[config.mk]
export PLATFORM = sky130hd
export DESIGN_NAME = vote_ballot_box
export DESIGN_NICKNAME = d
export VERILOG_FILES = /design/src/rtl/vote_ballot_box.sv
export SDC_FILE = /design/constraint.sdc
export NUM_CORES = 1
export LEC_CHECK = 0
export ABC_CLOCK_PERIOD_IN_PS = 4000
export CORE_ASPECT_RATIO = 2
export CORE_MARGIN = 2
export CORE_UTILIZATION = 55
export CTS_CLUSTER_DIAMETER = 60
export DETAILED_ROUTE_END_ITERATION = 10
export PLACE_DENSITY = 0.86
export SYNTH_ARGS = -nofsm -noshare
export SYNTH_HDL_FRONTEND = slang
export SYNTH_SLANG_ARGS = --single-unit
[constraint.sdc]
create_clock -name clk -period 4 [get_ports clk]
set_input_delay 0.4 -clock clk [delete_from_list [all_inputs] [get_ports clk]]
set_output_delay 0.4 -clock clk [all_outputs]
set_load 0.02 [all_outputs]
[src/rtl/vote_ballot_box.sv]
// Vote ballot box: per-voter sync/debounce/rise detect feeding an IDLE/OPEN/CLOSED round FSM.
// Optional auto-close of a round after TIMEOUT_CYCLES is built only when VOTE_TIMEOUT_EN is defined.
module vote_ballot_box #(
    parameter int N_VOTERS        = 8,
    parameter int DEBOUNCE_CYCLES = 4,
    parameter int TIMEOUT_CYCLES  = 1000
) (
    input  logic                          clk,
    input  logic                          rst,
    input  logic [N_VOTERS-1:0]           voter_in,
    input  logic                          open_req,
    input  logic                          close_req,
    output logic [N_VOTERS-1:0]           ballots,
    output logic [$clog2(N_VOTERS+1)-1:0] tally,
    output logic                          any_vote,
    output logic                          majority,
    output logic                          round_open,
    output logic                          round_done
);

    localparam int TW = $clog2(N_VOTERS + 1);
    localparam int CW = (DEBOUNCE_CYCLES > 1) ? $clog2(DEBOUNCE_CYCLES) : 1;
    localparam logic [CW-1:0] CNT_LAST = CW'(DEBOUNCE_CYCLES - 1);
    localparam logic [TW-1:0] HALF     = TW'(N_VOTERS / 2);

    if (N_VOTERS < 2 || N_VOTERS > 16 || DEBOUNCE_CYCLES < 1 || TIMEOUT_CYCLES < 1) begin : g_param_check
        $error("vote_ballot_box: parameter out of range");
    end

    typedef enum logic [1:0] {S_IDLE, S_OPEN, S_CLOSED} state_t;

    function automatic logic [TW-1:0] popcount(input logic [N_VOTERS-1:0] v);
        logic [TW-1:0] c;
        c = '0;
        for (int i = 0; i < N_VOTERS; i++) begin
            c = c + TW'(v[i]);
        end
        return c;
    endfunction

    logic [N_VOTERS-1:0] sync1_q, sync2_q, level_q, level_prev_q;
    logic [CW-1:0]       cnt_q [N_VOTERS];
    logic [N_VOTERS-1:0] rise_s, acc_s;
    logic [TW-1:0]       acc_cnt_s;
    logic                timeout_s, close_s;

    state_t              state_q;
    logic [N_VOTERS-1:0] ballots_q;
    logic [TW-1:0]       tally_q;
    logic                any_vote_q, majority_q, round_open_q, round_done_q;

    assign rise_s    = level_q & ~level_prev_q;
    assign acc_s     = ballots_q | rise_s;
    assign acc_cnt_s = popcount(acc_s);
    assign close_s   = close_req | timeout_s;

    // Input conditioning: level only follows a value that has been stable for DEBOUNCE_CYCLES samples.
    always_ff @(posedge clk) begin
        if (rst) begin
            sync1_q      <= '0;
            sync2_q      <= '0;
            level_q      <= '0;
            level_prev_q <= '0;
            for (int i = 0; i < N_VOTERS; i++) begin
                cnt_q[i] <= '0;
            end
        end else begin
            sync1_q      <= voter_in;
            sync2_q      <= sync1_q;
            level_prev_q <= level_q;
            for (int i = 0; i < N_VOTERS; i++) begin
                if (sync2_q[i] != level_q[i]) begin
                    if (cnt_q[i] == CNT_LAST) begin
                        level_q[i] <= sync2_q[i];
                        cnt_q[i]   <= '0;
                    end else begin
                        cnt_q[i] <= cnt_q[i] + CW'(1);
                    end
                end else begin
                    cnt_q[i] <= '0;
                end
            end
        end
    end

`ifdef VOTE_TIMEOUT_EN
    localparam int TOW = (TIMEOUT_CYCLES > 1) ? $clog2(TIMEOUT_CYCLES) : 1;
    localparam logic [TOW-1:0] TMO_LAST = TOW'(TIMEOUT_CYCLES - 1);
    logic [TOW-1:0] tmo_q;

    assign timeout_s = (state_q == S_OPEN) && (tmo_q == TMO_LAST);

    // Round-age counter: zero outside OPEN, including the cycle after the round closes.
    always_ff @(posedge clk) begin
        if (rst || state_q != S_OPEN || close_s) begin
            tmo_q <= '0;
        end else begin
            tmo_q <= tmo_q + TOW'(1);
        end
    end
`else
    assign timeout_s = 1'b0;
`endif

    // Round FSM with registered ballot, summary and handshake outputs.
    always_ff @(posedge clk) begin
        if (rst) begin
            state_q      <= S_IDLE;
            ballots_q    <= '0;
            tally_q      <= '0;
            any_vote_q   <= 1'b0;
            majority_q   <= 1'b0;
            round_open_q <= 1'b0;
            round_done_q <= 1'b0;
        end else begin
            round_done_q <= 1'b0;
            case (state_q)
                S_IDLE, S_CLOSED: begin
                    if (open_req) begin
                        state_q      <= S_OPEN;
                        round_open_q <= 1'b1;
                        ballots_q    <= '0;
                        tally_q      <= '0;
                        any_vote_q   <= 1'b0;
                        majority_q   <= 1'b0;
                    end
                end
                S_OPEN: begin
                    ballots_q  <= acc_s;
                    tally_q    <= acc_cnt_s;
                    any_vote_q <= |acc_s;
                    majority_q <= (acc_cnt_s > HALF);
                    if (close_s) begin
                        state_q      <= S_CLOSED;
                        round_open_q <= 1'b0;
                        round_done_q <= 1'b1;
                    end
                end
                default: begin
                    state_q      <= S_IDLE;
                    round_open_q <= 1'b0;
                end
            endcase
        end
    end

    assign ballots    = ballots_q;
    assign tally      = tally_q;
    assign any_vote   = any_vote_q;
    assign majority   = majority_q;
    assign round_open = round_open_q;
    assign round_done = round_done_q;

endmodule

==> metrics.md, run 1 <==
| Metric | Value |
|---|---|
| Reg power frac | `57.1%` |
| DRC Markers | `0` |
| Global-route wire length before repair | `roughly 7.7 mm` |
| Final period utilization | `89.3%` |
| Grt ovf | `0` |
| Final Util | `68.7%` |
| Gp weighted congestion | `between 0.8 and 0.9` |
| CP max-delay cell | `fa_1` |
| Final setup viols | `0` |
| I/O pin count | `28` |
| Post-DR vias/cell | `around 4.9` |
| Post-Route WL | `roughly 4.3 mm` |
| Slew @ Worst Pin | `0.581 ns` |
| Total track usage | `19.7%` |
| Hold Worst Slack | `0.438 ns` |
| Psw | `about 0.00028 W` |
| Initial antenna violation count | `0` |
| I/O Buffers | `27` |
| DP Worst Slack | `0.535 ns` |
| Via count | `1747` |
| Core Area | `around 4600 um^2` |
| Crit-path cells | `inv_1 -> a21oi_1 -> inv_1 -> fa_1 -> inv_1 -> fa_1 -> fa_1 -> inv_1 -> ha_1 -> inv_1 -> fa_1 -> xnor2_1 -> o211ai_1 -> a31oi_1` |
| Max-Cap Viols | `0` |
| Layout cells sized above 1 | `6.00%` |
| Normalized max-slew margin | `between 60 and 70%` |
| CTS resizes | `0` |
| Critical path peak fanout | `3` |
| Area grow syn2layout | `20.4%` |
| Die ar. | `5370 um^2` |
| Antenna Cells | `0` |
| Number of detailed-route iterations in the first pass | `4` |
| Critical path type | `flop to flop` |
| Antenna Nets Post-Route | `0` |
| Row Count | `35` |
| Critical Path RT | `4.26 ns` |
| F_max | `280 MHz` |
| Outcome | `complete, no violations` |
| Worst Setup End Kind | `flop` |
| Worst vdd ir | `394 uV` |
| Lkg Pwr | `1.30 nW` |
| Critical Path Source Type | `flop` |
| Post-synthesis instance total | `248` |
| CTS max path bufs | `2` |
| Switch share | `between 20% and 30%` |
| Crit path buf inv count | `5` |
| RSZ-0062 raised after global routing | `no` |
| Layout Cells excl Fill | `~360` |
| DIE HEIGHT | `102 um` |
| Layout Skew | `0.00966 ns` |
| CTS root buf | `clkbuf_8` |
| Synth cell types | `32` |
| Mapped Area | `~2600 um^2` |
| Crit path DAT | `3.83 ns` |
| Final HPWL DP | `3.22 mm` |
| Hold_buf cts | `0` |
| HP Class | `flop to flop` |
| Wire per inst | `around 12 um` |
| Post-CTS Setup Repair Bufs | `0` |
| Largest delay share family, worst path | `adder cells` |
| Nets | `between 300 and 400` |
| CTS Buf Count | `9` |
| Fillers | `between 300 and 400` |
| Horiz. Die Dim | `52.8 um` |
| Fin. Hold Viols | `0` |
| Number of global-route vias before repair | `1830` |
| TritonCTS clock tree | `yes` |
| Slew Viols, Final | `0` |
| Largest net degree at the start of global routing | `23` |
| Slowest cell delay on critical path | `0.55 ns` |
| Starting Density | `57.1%` |
| Mean post-synth cell area | `between 10 and 15 um^2` |
| Internal power | `approximately 0.00096 W` |
| Clock power share | `36.6%` |
| Combinational power share | `6.2%` |
| Clk Latency, worst-skew pair | `0.33 ns` |
| Synth Register Bits | `66` |
| Warnings, synthesis | `0` |
| Most used cell, CP | `inv_1` |
| Min Tclk post-route | `3.57 ns` |
| Final setup TNS | `0 ns` |
| Fin worst setup slack | `approximately 0.43 ns` |
| Power Dens Cells | `394 nW/um^2` |
| Clock-pin slew on the worst setup and hold paths | `roughly 0.070 ns` |
| H-tree depth | `3` |
| Initial detailed-routing violation count | `39` |
| Cell count after placement | `339` |
| Sequential area share after synthesis | `56.5%` |
| CTS Sinks | `66` |
## power by group through the flow
stage	logic, W	registers, W	clock network [W]
final	0.0000776	0.000712	0.000456
after global routing	0.0000865	0.000714	0.000508
after global placement	0.0000746	0.000726	0
after detailed placement	0.0000774	0.000727	0
after floorplan	0.0000520	0.000726	0
after CTS	0.0000776	0.000712	0.000472
## final timing paths
| kind | startpoint | endpoint | slack [ns] | depth (start not counted) |
|---|---|---|---|---|
| worst max-delay path | level_prev_q[1] | majority | 0.43 | 14 |
| worst min-delay path | sync1_q[5] | sync2_q[5] | 0.44 | 1 |
| worst max register to register | level_prev_q[1] | majority | 0.43 | 14 |
| worst min register to register | sync1_q[5] | sync2_q[5] | 0.44 | 1 |
## logic make-up (layout without fill, tap and decap cells)
kind of cell	Yosys count	after routing	synth area share (%)
flops	66	66	56.5
compound gates	22	22	5.20
buf+inv	35	72	5.39
other cells	1	16	0.143
mux	8	8	3.05
xor+xnor	9	9	3.00
simple gates	91	91	18.0
fa+ha+maj	16	16	8.77
## sequential cells by signal (all words and copies together) (netlist names), 2 cells and up
name and cells:
level_q 8, sync1_q 8, level_prev_q 8, tally 4, cnt_q 16, state_q 2, ballots 8, sync2_q 8
## cells in the mapped netlist
cell type  instances  area (um^2)
a21o_1             2         15.0
a21oi_1           11         55.1
a22oi_1            4         30.0
a31oi_1            1         6.26
a32oi_1            1         8.76
a41oi_1            1         8.76
and2b_4            1         10.0
and3_1             1         6.26
buf_2              2         10.0
buf_6              1         11.3
clkbuf_1           5         18.8
conb_1             1         3.75
dfxtp_1           50         1000
edfxtp_1          16          480
fa_1               4         80.1
ha_1              12          150
inv_1             27          101
mux2i_1            8         80.1
nand2_1            3         11.3
nand3_1            1         5.00
nor2_1            40          150
nor2_4             1         11.3
nor2b_1           25          156
nor2b_4            1         13.8
nor3_1             7         35.0
nor3b_1            1         7.51
o211ai_1           1         7.51
o21ai_0            1         5.00
or2_1              1         6.26
or3_1              8         50.1
or3b_1             1         8.76
xnor2_1            9         78.8
## cells in the final DEF, fill, tap and decap left out, types with 3 or more instances in the layout
master	instances
xnor2_1	9
or3_1	8
a21oi_1	11
conb_1	16
inv_1	27
nor2_1	40
ha_1	12
edfxtp_1	16
clkdlybuf4s50_1	27
mux2i_1	8
a22oi_1	4
dfxtp_1	50
clkbuf_8	9
fa_1	4
nor2b_1	25
nor3_1	7
nand2_1	3
## per-layer routing
layer	part of all wire, %	track usage [%]	up-vias
li1	-	-	883
met1	40	20.6	816
met2	54	33.9	38
met3	3.2	5.75	10
met4	2.2	11.0	0
met5	0	0	-
## layout make-up
class | instances | area (um^2) | area share, %
multi-input cells | 162 | 1060 | 33.5
well taps | 55 | 68.8 | 2.18
clock inverters | 5 | 32.5 | 1.03
flip-flops and latches | 66 | 1480 | 46.9
repair buffers | 29 | 285 | 9.03
clock buffers | 11 | 131 | 4.16
inverters | 27 | 101 | 3.21
## through the flow
step	total power (W)	cell area, um^2
floorplan	0.000778	2680
global placement	0.000800	2990
detailed placement	0.000804	2990
CTS	0.00126	3160
global route	0.00131	3160
finish	0.00125	3160
No activity file was read; power rests on OpenSTA's default activity.
==> run 2, diff against run 1 <==
--- a/config.mk
+++ b/config.mk
@@ -5,13 +5,15 @@
 export SDC_FILE = /design/constraint.sdc
 export NUM_CORES = 1
 export LEC_CHECK = 0
+export ABC_AREA = 1
 export ABC_CLOCK_PERIOD_IN_PS = 4000
 export CORE_ASPECT_RATIO = 2
 export CORE_MARGIN = 2
-export CORE_UTILIZATION = 55
+export CORE_UTILIZATION = 35
 export CTS_CLUSTER_DIAMETER = 60
 export DETAILED_ROUTE_END_ITERATION = 10
-export PLACE_DENSITY = 0.86
+export MAX_ROUTING_LAYER = met4
+export PLACE_DENSITY = 0.62
 export SYNTH_ARGS = -nofsm -noshare
 export SYNTH_HDL_FRONTEND = slang
 export SYNTH_SLANG_ARGS = --single-unit
==> run 2 against run 1 <==
  * Via count up 8.8%
  * Count of clock-buffer cells in the layout unchanged
  * Core utilization fell by 23 points
  * Hold slack worse by 0.034 ns
  * Synthesized area up 0.76%
  * Clock power is 59% higher
  * Register-to-register slack gained 0.09 ns
  * Critical endpoint unchanged
  * Largest cell class unchanged
  * Highest routed layer unchanged
==> metrics.md, run 2 <==
| Metric | Value |
|---|---|
| Mean post-synth cell area | `8.99 um^2` |
| Lkg Pwr | `between 1 and 1.5 nW` |
| Fin. Hold Viols | `0` |
| Final Util | `a little under half` |
| Nets | `370` |
| Psw | `0.000339 W` |
| Area grow syn2layout | `26.0%` |
| Final setup viols | `0` |
| Number of detailed-route iterations in the first pass | `4` |
| Synth cell count leaders | `nor2_1 (63), inv_1 (61), dfxtp_1 (50), a21oi_1 (25)` |
| F_max | `approximately 290 MHz` |
| HP Class | `flop to flop` |
| Synth Flop Type | `dfxtp_1` |
| Post-route cell area | `3330 um^2` |
| Max-Cap Viols | `0` |
| I/O Buffers | `27` |
| Sequential area share after synthesis | `56.0%` |
| Global-route wire length before repair | `roughly 7.7 mm` |
| Layout cells sized above 1 | `6.07%` |
| Crit path DAT | `~3.7 ns` |
| Critical path depth in cells | `17` |
| CP max-delay cell | `fa_1` |
| Power Dens Cells | `~470 nW/um^2` |
| Hold path depth | `2` |
| Dominant cell type by area after synthesis | `dfxtp_1` |
| Synth cell types | `24` |
| Critical Path RT | `4.20 ns` |
| Outcome | `complete, no violations` |
| Worst Setup End Kind | `flop` |
| Post-CTS Setup Repair Bufs | `0` |
| Most used cell, CP | `inv_1` |
| Register name with the most flops | `cnt_q` |
| Antenna Cells | `0` |
| Worst r2r path cells | `17` |
| Crit-path cells | `inv_1 -> nor2_1 -> nor2_1 -> inv_1 -> fa_1 -> inv_1 -> fa_1 -> fa_1 -> inv_1 -> ha_1 -> inv_1 -> fa_1 -> inv_1 -> nor2_1 -> nor2_2 -> nor2_1 -> nor2_1` |
| Reg power frac | `46.2%` |
| Antenna Nets Post-Route | `0` |
| Starting Density | `~36%` |
| Min Tclk post-route | `3.48 ns` |
| Post-synth top area share | `37.9%` |
| Mapped Area | `2640 um^2` |
| Normalized max-slew margin | `65.2%` |
| Via count | `1900` |
| RSZ-0062 raised after global routing | `no` |
| CTS Sinks | `66` |
| Critical path type | `flop to flop` |
| CTS root buf | `clkbuf_16` |
| Initial antenna violation count | `0` |
| CTS resizes | `0` |
| Gp weighted congestion | `0.767` |
| Ranking of synthesized cells by area | `dfxtp_1 (38%), edfxtp_1 (18%), nor2_1 (8.9%)` |
| H-tree depth | `3` |
| Core Area | `7270 um^2` |
| TritonCTS clock tree | `yes` |
| Synth Register Bits | `66` |
| Overall power | `0.00157 W` |
| Fillers | `between 700 and 800` |
| Horiz. Die Dim | `65.5 um` |
| Critical path peak fanout | `4` |
| Final period utilization | `roughly 87%` |
| Switch share | `21.5%` |
| Crit path buf inv count | `6` |
| Row Count | `44` |
| Placed Area | `3050 um^2` |
| Largest net degree at the start of global routing | `36` |
| Number of global-route vias before repair | `1799` |
| Post-DR vias/cell | `around 4.3` |
| Post-synthesis instance total | `294` |
| CTS Buf Count | `9` |
| Internal power | `0.00124 W` |
| Async SR Flop Fraction | `0%` |
| Warnings, synthesis | `0` |
| I/O pin count | `28` |
| DRC Markers | `0` |
| Max FFs per register | `16` |
| Slew @ Worst Pin | `0.521 ns` |
| Clk Latency, worst-skew pair | `0.32 ns` |
| CTS max path bufs | `2` |
| Critical Path Source Type | `flop` |
| Clock power share | `a little under half` |
| Largest delay share family, worst path | `adder cells` |
| Hold_buf cts | `0` |
| Wire per inst | `10.3 um` |
| Hold Worst Slack | `a little over 0.4 ns` |
| Commonest cells after routing, fill and taps aside | `nor2_1 (63), inv_1 (61), dfxtp_1 (50)` |
| Count leader, synth | `nor2_1` |
| Slowest cell delay on critical path | `0.54 ns` |
| Most common cell after layout, fill and taps aside | `nor2_1` |
| EDFF count, synth | `16` |
| Final setup TNS | `0 ns` |
| Area of the multi-input gates | `between 900 and 1000 um^2` |
| Final HPWL DP | `3.22 mm` |
| Register area | `1480 um^2` |
| Total track usage | `12.6%` |
| Combinational power share | `between 7 and 8%` |
| Layout Skew | `0.00329 ns` |
| DIE HEIGHT | `127 um` |
| Grt ovf | `0` |
| Post-Route WL | `4.52 mm` |
| Die ar. | `8310 um^2` |
| Worst vdd ir | `223 uV` |
| Initial detailed-routing violation count | `64` |
| Slew Viols, Final | `0` |
| Clock-pin slew on the worst setup and hold paths | `0.05 ns` |
## run 2: path summary, 6_finish.rpt
| kind | startpoint | end | slack (ns) |
|---|---|---|---|
| hold reg to reg | sync1_q[1] | sync2_q[1] | 0.40 |
| hold / removal | sync1_q[1] | sync2_q[1] | 0.40 |
| setup reg to reg | level_q[1] | majority | 0.52 |
| setup / recovery | level_q[1] | majority | 0.52 |
## run 2: power groups by stage
stage	clock [W]	sequential, W	combinational [W]
6_report	0.000726	0.000726	0.000122
4_1_cts	0.000743	0.000726	0.000124
3_3_place_gp	0	0.000738	0.000119
3_5_place_dp	0	0.000740	0.000123
5_1_grt	0.000776	0.000729	0.000140
2_1_floorplan	0	0.000740	0.0000825
## run 2: worst register-to-register path, cell delays in order (launching register included)
cell and delay [ns]:
dfxtp_1 0.33, inv_1 0.08, nor2_1 0.04, nor2_1 0.17, inv_1 0.09, fa_1 0.54
inv_1 0.05, fa_1 0.54, fa_1 0.43, inv_1 0.07, ha_1 0.15, inv_1 0.05
fa_1 0.48, inv_1 0.05, nor2_1 0.11, nor2_2 0.05, nor2_1 0.08, nor2_1 0.04
## run 2: routing by layer
| layer | share of wire [%] | track usage [%] | wire, um |
|---|---|---|---|
| met5 | 0 | - | 0 |
| met2 | 49 | 19.6 | 2240 |
| met3 | 3.6 | 4.17 | 162 |
| met1 | 44 | 13.4 | 1980 |
| met4 | 3.0 | 8.09 | 137 |
## run 2: per-stage QoR
stage | setup WS [ns] | cells
finish | 0.518 | 438
global route | 0.253 | 438
CTS | 0.489 | 438
detailed placement | 0.514 | 423
global placement | 0.559 | 423
floorplan | 0.741 | 309
## run 2: area by class of cell
type                            count  share of cell area, %
Clock buffer                       11                   6.99
Clock inverter                      4                   1.31
Inverter                           64                   7.29
Multi-Input combinational cell    173                   28.1
Sequential cell                    66                   44.5
Tap cell                           92                   3.46
Timing Repair Buffer               28                   8.34
## run 2: cells by family (layout without fill, tap and decap cells)
kind of cell / Yosys count / count (layout) / share of synthesized area, %
AO/OA/AOI/OAI: 47 / 47 / 10.0
XOR/XNOR: 1 / 1 / 0.331
adder cells (fa/ha/maj): 16 / 16 / 8.71
buffers and inverters: 70 / 107 / 10.6
flip-flops: 66 / 66 / 56.0
other: 1 / 16 / 0.142
AND/OR/NAND/NOR: 93 / 93 / 14.1
